[src/rtl/instruction_decoder.sv]
// Instruction register and decoder: turns the fetched byte into register load
// enables, bus source select, ALU controls, jump controls and the zero flag.
module instruction_decoder #(
  parameter logic [7:0] NOP_CODE = 8'h80
) (
  input  logic       clk,
  input  logic       sync_reset,
  input  logic [7:0] pm_data,
  input  logic       alu_zero,
  output logic [7:0] ir,
  output logic [7:0] reg_en,
  output logic       r_en,
  output logic [3:0] source_sel,
  output logic [3:0] imm,
  output logic       x_sel,
  output logic       y_sel,
  output logic [2:0] alu_func,
  output logic       i_incr,
  output logic       jmp,
  output logic       jmp_nz,
  output logic [3:0] jmp_addr,
  output logic       dont_jmp
);

  localparam logic [3:0] SRC_IMM  = 4'd8;
  localparam logic [3:0] SRC_PINS = 4'd9;
  localparam logic [2:0] DST_DM   = 3'd7;
  localparam logic [2:0] DST_OREG = 3'd4;

  logic       zero_flag;
  logic [2:0] mv_dst;
  logic [2:0] mv_src;
  logic       dm_access;

  // Fetch stage: ir and the zero flag, which only ALU instructions update
  always_ff @(posedge clk) begin
    if (sync_reset) begin
      ir        <= NOP_CODE;
      zero_flag <= 1'b0;
    end else begin
      ir <= pm_data;
      if (ir[7:5] == 3'b110)
        zero_flag <= alu_zero;
    end
  end

  assign mv_dst   = ir[5:3];
  assign mv_src   = ir[2:0];
  assign imm      = ir[3:0];
  assign jmp_addr = ir[3:0];
  assign x_sel    = ir[4];
  assign y_sel    = ir[3];
  assign alu_func = ir[2:0];
  assign dont_jmp = zero_flag;

  // Decode stage: purely combinational from ir, gated off while in reset
  always_comb begin
    reg_en     = '0;
    r_en       = 1'b0;
    source_sel = 4'd0;
    i_incr     = 1'b0;
    jmp        = 1'b0;
    jmp_nz     = 1'b0;
    dm_access  = 1'b0;
    if (!sync_reset) begin
      if (!ir[7]) begin
        reg_en[ir[6:4]] = 1'b1;
        source_sel      = SRC_IMM;
        dm_access       = (ir[6:4] == DST_DM);
      end else if (!ir[6]) begin
        if (mv_dst != mv_src) begin
          reg_en[mv_dst] = 1'b1;
          source_sel     = {1'b0, mv_src};
          dm_access      = (mv_src == DST_DM) || (mv_dst == DST_DM);
        end else if (mv_dst == DST_OREG) begin
          // o_reg <- o_reg is repurposed as o_reg <- i_pins
          reg_en[DST_OREG] = 1'b1;
          source_sel       = SRC_PINS;
        end
      end else if (!ir[5]) begin
        r_en = 1'b1;
      end else if (ir[4]) begin
        jmp_nz = 1'b1;
      end else begin
        jmp = 1'b1;
      end
      // An explicit load of i takes priority over the dm post-increment
      i_incr = dm_access && !reg_en[6];
    end
  end

endmodule

[config.mk]
export PLATFORM = sky130hd
export DESIGN_NAME = instruction_decoder
export DESIGN_NICKNAME = d
export VERILOG_FILES = /design/src/rtl/instruction_decoder.sv
export SDC_FILE = /design/constraint.sdc
export NUM_CORES = 1
export LEC_CHECK = 0
export CAP_MARGIN = 5
export CORE_MARGIN = 1.5
export CORE_UTILIZATION = 35
export DETAILED_ROUTE_END_ITERATION = 12
export PLACE_DENSITY = 0.79
export SLEW_MARGIN = 20
export SYNTH_ARGS = -nofsm -noshare
export SYNTH_HDL_FRONTEND = slang
export SYNTH_SLANG_ARGS = --single-unit
[constraint.sdc]
create_clock -name clk -period 1.8 [get_ports clk]
set_input_delay 0.18 -clock clk [delete_from_list [all_inputs] [get_ports clk]]
set_output_delay 0.18 -clock clk [all_outputs]
set_load 0.05 [all_outputs]
Word-level counts from Yosys, hierarchy flattened
Cells that the tools add are included.
Storage, ports and cells
  output and inout port bits: 38
  flip-flop bits (word level): 9
  input bits: 11
Cells by class
  equal/unequal tests: 6
  $lt $le $gt $ge: 4
  multiplexer cells: 36
  reduce and logical (&&, ||, !) cells: 5
Operator list (count)
  8-bit two-way mux: 4
  4-bit two-way mux: 6
  1-bit two-way mux: 23
  3-bit == test, second input constant: 5
  3-bit by 4-bit < comparator with 1-bit output, second input constant: 2
  1-bit demux with 3-bit select: 2
  3-bit by 1-bit greater-or-equal comparator with 1-bit output, second input constant: 2
  1-bit logical AND: 3
  3-bit two-way mux: 1
  3-bit != test: 1
  1-bit zero test: 1
  1-bit logical OR: 1

Longest topological paths before layout
Gate-level depths: netlist of run 1.
  depth in word-level cells: 11
  gate-level depth with buffers: 5
  depth with buffers taken out: 4

Least setup slack after synthesis of run 1
No wires, ideal clock.
  kind: reg2out
  from: register ir[1]
  to: output port reg_en[3]
  stages on the path, launching flop included: 5
  slack: -1.157 ns
  required time: 1.620 ns
  arrival time: 2.777 ns
  cell sequence: dfxtp_1 -> xnor2_2 -> a31oi_2 -> a21oi_1 -> nor4_1
On the way
  word-level cells in the longest chain between the ends: 6
Ends and longest elaborated chain
  from (decl): RTL line 10  | output logic [7:0] ir,
  from (signal assigned): RTL line 41  | ir <= pm_data;
  3-bit != test: RTL line 71  | if (mv_dst != mv_src) begin
  4-bit two-way mux: RTL line 71
  8-bit two-way mux: RTL line 70  | end else if (!ir[6]) begin
  8-bit two-way mux: RTL line 66  | if (!ir[7]) begin
  8-bit two-way mux (2 in a row): RTL line 65  | if (!sync_reset) begin
  to (decl): RTL line 11  | output logic [7:0] reg_en,
Every way passes these cells. The select of a mux whose other input is x is not followed.

Worst setup path in the final report of run 1
  from: register ir[4]
  to: output port reg_en[1]
On the way
  word-level cells in the longest chain between the ends: 9
Ends and longest elaborated chain
  3-bit by 4-bit < comparator with 1-bit output (not written as such) or 3-bit by 1-bit greater-or-equal comparator with 1-bit output (tied branches): RTL line 72  | reg_en[mv_dst] = 1'b1;
  1-bit logical AND (not written as such): RTL line 72
  1-bit two-way mux (not written as such): RTL line 72
  1-bit demux with 3-bit select: RTL line 72
  4-bit two-way mux: RTL line 71
  8-bit two-way mux: RTL line 70
  8-bit two-way mux *: RTL line 66
  8-bit two-way mux * (2 in a row): RTL line 65
Mark *: on every way between the ends. The rest lies on a longest branch, timed or not. The select of a mux whose other input is x is not followed.

==> results by group, run 1 <==
Run status
  – Result of the run: finished with violations
  – Violated checks: negative setup slack

Cells and area
  – Filler cell count: 87
  – Ant. Diodes: 0
  – Final nets: 161
  – P&R area growth vs syn: 139%
  – Non-Filler Instances: 176
  – Fin util: 89.1%
  – Layout cells sized above 1: 59.1%

Die
  – Die Span Y: 48.7 µm
  – Initial Utilization: 37.2%
  – Core box area: 1960 µm²
  – Io pins: 49
  – Die W: 48.7 µm
  – # rows: 16
  – Full die area: 2370 µm²

Synth
  – Post-Syn Area: 731 µm²
  – Post-synth EDFFs: 0
  – Async set or reset register ratio after synthesis: 0%
  – Post-synthesis sequential area ratio: 24.7%
  – Synthesis-stage register bit count: 9
  – Net Count, Synth: 104
  – Syn Inst Count: 93
  – Cell taking the most area after synthesis: dfxtp_1
  – Predominant post-synthesis flop cell: dfxtp_1
  – Post-synth top area share: 24.7%
  – Avg Inst Size Synth: 7.86 µm²
  – Yosys cell types: 32
  – Ys Warns: 0
  – Top cells by area in the synthesized netlist: dfxtp_1 25%, buf_4 13%, nor2b_1 7.7%

STA
  – Final worst-path setup slack: -0.236 ns
  – # setup viols final: 11
  – Final hold violations: 0
  – Max-slew violations: 0
  – Fin Setup TNS: -0.859 ns
  – Post-route minimum period: 2.04 ns
  – Worst slew pin tran: 0.556 ns
  – Max_slew headroom: 62.9%
  – Final Cycle Share: 113%
  – Top achievable clock speed: 491 MHz
  – Hold WS: 0.463 ns
  – RSZ-0062 raised after global routing: yes
  – Clock skew: 0.00596 ns

Global routing
  – Vias in the first global route: 862
  – Grt total ovfl: 0
  – Largest net degree at the start of global routing: 16
  – First-pass GRT wire length: 4310 µm
  – Total track usage: 23.4%
  – Initial antenna violation count: 0

CTS
  – Hold buffer count at cts: 0
  – Clock tree from TritonCTS: yes
  – Clk buf depth: 2
  – Num CTS Buffers: 3
  – H-tree depth: 1
  – Worst-Skew Late Latency: 0.26 ns
  – Worst-path clk slew: 0.07 ns
  – Sink Count: 9
  – Clk root buf: clkbuf_4

Pwr
  – Sequential Power Share: 27.2%
  – Switching share of power: 42.5%
  – Peak VDD IR: 470 µV
  – Power Internal: 480 µW
  – Total Power: 836 µW
  – Clock power share: 19.1%
  – Sw power: 355 µW
  – Leakage: 0.000675 µW
  – Pwr dens: 478 nW/µm²
  – Comb power frac: 53.7%

Routing
  – Antenna-violating nets left: 0
  – WL final: 3150 µm
  – Via count: 907
  – DRT Pass-1 Iters: 4
  – WL/cell: 17.9 µm
  – Initial DRC Count: 21
  – Residual DRC: 0
  – Via density: 5.15

Critical path
  – Startpoint types: flop
  – Crit path DAT: 1.86 ns
  – Worst Setup End Kind: output port
  – Worst EP required: 1.62 ns
  – CP max FO: 4
  – Critical path type: reg2out

Placed design
  – Placed instance count: 159
  – Buffers added on ports: 48
  – GPL Wtd Cong: 0.885
  – DP HPWL: 1720 µm

Worst hold path
  – Hold WC Path Type: in2reg

Flow run
  – Max Cap Viol: 0
==> repair_timing <==
item | 4_1_cts | 5_1_grt
resized for setup | 5 | 19
pin swaps | 3 | 8
setup endpoints to repair | 9 | 16
setup buffers | 5 | 8
==> kinds of logic after synthesis <==
logic type / after synthesis / share of synthesized area (%)
DFF: 9 / 24.7
xor gates and xnor gates: 3 / 5.65
AOI/OAI and AO/OA: 17 / 16.8
buffers and inverters: 22 / 19.3
and+or+nand+nor: 42 / 33.6
==> cell usage after synthesis, types with 2 or more instances <==
| library cell | count |
|---|---|
| buf_4 | 13 |
| dfxtp_1 | 9 |
| nor2b_1 | 9 |
| a21oi_1 | 5 |
| a31oi_1 | 5 |
| nor2_1 | 5 |
| nor3_1 | 5 |
| nand2_1 | 4 |
| nand3_1 | 4 |
| and2_1 | 3 |
| clkbuf_1 | 3 |
| inv_1 | 3 |
| a311oi_1 | 2 |
| buf_2 | 2 |
| nand2b_1 | 2 |
| or4_1 | 2 |
| xnor2_2 | 2 |
==> per-layer routing <==
metal  wire length, µm  global-route usage [%]  vias to the layer above
li1                  -                       -                      422
met1              1160                    26.0                      431
met2              1730                    44.7                       46
met3               177                    3.40                        8
met4                88                    7.62                        0
met5                 0                       0                        -
==> placed cells by master, fill, tap and decap left out, drive strengths merged <==
cell type / count
nor2b: 9
nand3: 5
a21oi: 5
a2111oi: 1
nand2: 4
dfxtp: 9
inv: 3
clkbuf: 4
nor2: 5
or3b: 1
or2: 1
o21ai: 1
nor4: 1
or4: 2
a31oi: 6
xnor2: 3
o2bb2ai: 1
nand3b: 1
and2b: 2
or2b: 1
a22oi: 1
nand2b: 2
and2: 3
dlymetal6s2s: 3
clkdlybuf4s50: 26
nor3: 5
a311oi: 2
buf: 42
==> power groups by stage <==
stage	logic [µW]	clock network (µW)	registers, µW
final	449	160	227
after CTS	399	163	229
after global routing	462	183	229
after floorplan	227	0	266
after global placement	368	0	236
after detailed placement	372	0	238
==> cell type report <==
type / count / area [µm²] / area share, %
Sequential cell: 9 / 208 / 11.9
Multi-Input combinational cell: 62 / 644 / 36.9
Tap cell: 27 / 33.8 / 1.93
Timing Repair Buffer: 71 / 825 / 47.2
Inverter: 3 / 11.3 / 0.644
Clock buffer: 4 / 26.3 / 1.50
==> registers in the layout, summed over array words and instances, names as in the netlist <==
signal	cells
ir	8
dont_jmp	1
==> worst paths after layout <==
path	startpoint	end	slack, ns	depth (start not counted)
worst max-delay path	ir[4]	reg_en[1]	-0.24	5
worst min-delay path	pm_data[6]	ir[6]	0.46	2
worst max register to register	ir[6]	dont_jmp	0.62	4
worst min register to register	dont_jmp	dont_jmp	0.54	2
==> worst max-delay path, stage by stage, from the launching register on <==
cell and delay (ns):
dfxtp_4 0.37, xnor2_4 0.18, a31oi_4 0.26, nand3_2 0.16
a2111oi_4 0.42, buf_12 0.19
==> per-stage QoR <==
stage / setup WS, ns / instance area (µm²)
finish: -0.236 / 1750
global route: -0.294 / 1750
CTS: -0.150 / 1610
detailed placement: -0.0909 / 1520
global placement: -0.0742 / 1520
floorplan: -0.158 / 928
No activity file was read; power rests on OpenSTA's default activity.
==> run 2, diff against run 1 <==
--- a/config.mk
+++ b/config.mk
@@ -5,12 +5,14 @@
 export SDC_FILE = /design/constraint.sdc
 export NUM_CORES = 1
 export LEC_CHECK = 0
+export ABC_CLOCK_PERIOD_IN_PS = 1800
 export CAP_MARGIN = 5
 export CORE_MARGIN = 1.5
 export CORE_UTILIZATION = 35
 export DETAILED_ROUTE_END_ITERATION = 12
 export PLACE_DENSITY = 0.79
-export SLEW_MARGIN = 20
+export SLEW_MARGIN = 5
 export SYNTH_ARGS = -nofsm -noshare
 export SYNTH_HDL_FRONTEND = slang
 export SYNTH_SLANG_ARGS = --single-unit
+export TNS_END_PERCENT = 1
==> results by group, run 2 (synthesis results as in run 1) <==
Run status
  – Result of the run: finished with violations
  – Violated checks: negative setup slack

Die
  – Full die area: 2370 µm²
  – Initial Utilization: 37.2%
  – Die Span Y: 48.7 µm
  – Io pins: 49
  – Core box area: 1960 µm²
  – Die W: 48.7 µm
  – # rows: 16

Global routing
  – Vias in the first global route: 893
  – Largest net degree at the start of global routing: 14
  – Initial antenna violation count: 0
  – First-pass GRT wire length: 4330 µm
  – Total track usage: 23.3%
  – Grt total ovfl: 0

Critical path
  – Critical path type: reg2out
  – CP max-delay cell: dfxtp_4
  – Startpoint types: flop
  – Reg-to-Reg Start: ir[6]
  – Crit-path cells: xnor2_4 -> buf_4 -> a31oi_4 -> nand3_2 -> a2111oi_4 -> buf_12
  – Family with the most delay on the worst path: compound AO/OA/AOI/OAI gates
  – Flop2flop setup slack: 0.62 ns
  – CP bufs+invs: 2
  – Crit-path max cell delay: 0.38 ns
  – Worst EP required: 1.62 ns
  – Worst Setup End Kind: output port
  – CP max FO: 7
  – Crit path from: ir[4]
  – Crit path DAT: 1.77 ns

Worst hold path
  – Hold WC Path Type: in2reg
  – Origin of the worst min-delay path: pm_data[0]

Routing
  – Antenna-violating nets left: 0
  – WL final: 2640 µm
  – Via density: 5.13
  – Residual DRC: 0
  – Via count: 887
  – WL/cell: 15.3 µm
  – DRT Pass-1 Iters: 4
  – Initial DRC Count: 12

Flow run
  – Max Cap Viol: 0

STA
  – Post-route minimum period: 1.95 ns
  – Fin Setup TNS: -0.936 ns
  – Max_slew headroom: 65.0%
  – Top achievable clock speed: 512 MHz
  – Max-slew violations: 0
  – RSZ-0062 raised after global routing: yes
  – Final Cycle Share: 109%
  – Final worst-path setup slack: -0.154 ns
  – Final hold violations: 0
  – Clock skew: 0.00485 ns
  – Worst slew pin tran: 0.523 ns
  – # setup viols final: 12

Pwr
  – Total Power: 809 µW
  – Leakage: 0.000608 µW
  – Peak VDD IR: 429 µV
  – Pwr dens: 482 nW/µm²

Cells and area
  – Layout cells sized above 1: 53.4%
  – P&R area growth vs syn: 130%
  – Most frequent cells in the layout: 29 x clkdlybuf4s50_1, 21 x buf_4, 17 x buf_12
  – Commonest non-fill, non-tap cell in the layout: clkdlybuf4s50_1
  – Max FFs per register: 8
  – Ant. Diodes: 0
  – Largest reg by FF count: ir
  – Final nets: 158

CTS
  – Clk buf depth: 2
  – Num CTS Buffers: 3
  – Clk root buf: clkbuf_4
  – Worst-path clk slew: 0.06 ns
  – Sink Count: 9
  – H-tree depth: 1
  – Clock tree from TritonCTS: yes
  – Worst-Skew Late Latency: 0.26 ns

Placed design
  – GPL Wtd Cong: 0.877
  – DP HPWL: 2070 µm
  – Buffers added on ports: 48
[run 2: changes by cell type in the layout (fill, tap and decap cells not counted), moves of 2 or more]
cell / before / now
inv_2: 2 / 0
buf_4: 23 / 21
inv_1: 1 / 3
nor2_2: 4 / 2
buf_6: 3 / 1
dlymetal6s2s_1: 3 / 0
clkdlybuf4s50_1: 26 / 29
[run 2: cell type report]
| class | count | area (µm²) |
|---|---|---|
| clock buffer | 4 | 26.3 |
| inverter | 3 | 11.3 |
| timing repair buffer | 68 | 800 |
| multi-input combinational | 62 | 604 |
| sequential | 9 | 204 |
| fill | 113 | 283 |
| tap | 27 | 33.8 |
[run 2: per-stage QoR]
stage	cell area (µm²)	worst slack, ns	hold WS [ns]	instances	util, %
final	1680	-0.154	0.464	173	85.6
after global placement	1560	-0.0243	0.473	165	79.7
after CTS	1650	-0.138	0.458	173	84.3
after global routing	1680	-0.202	0.472	173	85.6
after floorplan	895	-0.158	0.277	93	-
after detailed placement	1560	-0.0707	0.509	165	79.7
[run 2: final timing paths]
path                                  end  depth (start not counted)
worst min register to register   dont_jmp                          2
worst min-delay path                ir[0]                          2
worst max register to register   dont_jmp                          4
worst max-delay path            reg_en[1]                          6
[run 2: metal layers]
layer  vias to the layer above  global-route usage, %  routed length (µm)
met5                         -                      0                   0
met4                         0                   9.52                  58
met3                         6                   5.86                 163
met2                        39                   42.7                1480
met1                       418                   25.3                 943
li1                        424                      -                   -
[run 2: timing repair]
action                                  4_1_cts  5_1_grt
resized for setup                             6        6
endpoints found under the setup margin       11       14
hold buffers                                  0        0
buffers inserted                              4        0
pin swaps                                     6        0
[run 2: power breakdown]
group / total, µW / internal, µW / switching, µW
Combinational: 419 / 181 / 237
Clock: 157 / 85.5 / 71.7
Sequential: 233 / 207 / 26.5
Total: 809 / 474 / 335
==> run 3, diff against run 2 <==
--- a/config.mk
+++ b/config.mk
@@ -5,7 +5,6 @@
 export SDC_FILE = /design/constraint.sdc
 export NUM_CORES = 1
 export LEC_CHECK = 0
-export ABC_CLOCK_PERIOD_IN_PS = 1800
 export CAP_MARGIN = 5
 export CORE_MARGIN = 1.5
 export CORE_UTILIZATION = 35
==> results of run 3 <==
No change in the layout: final DEF, timing and power equal those of run 2.
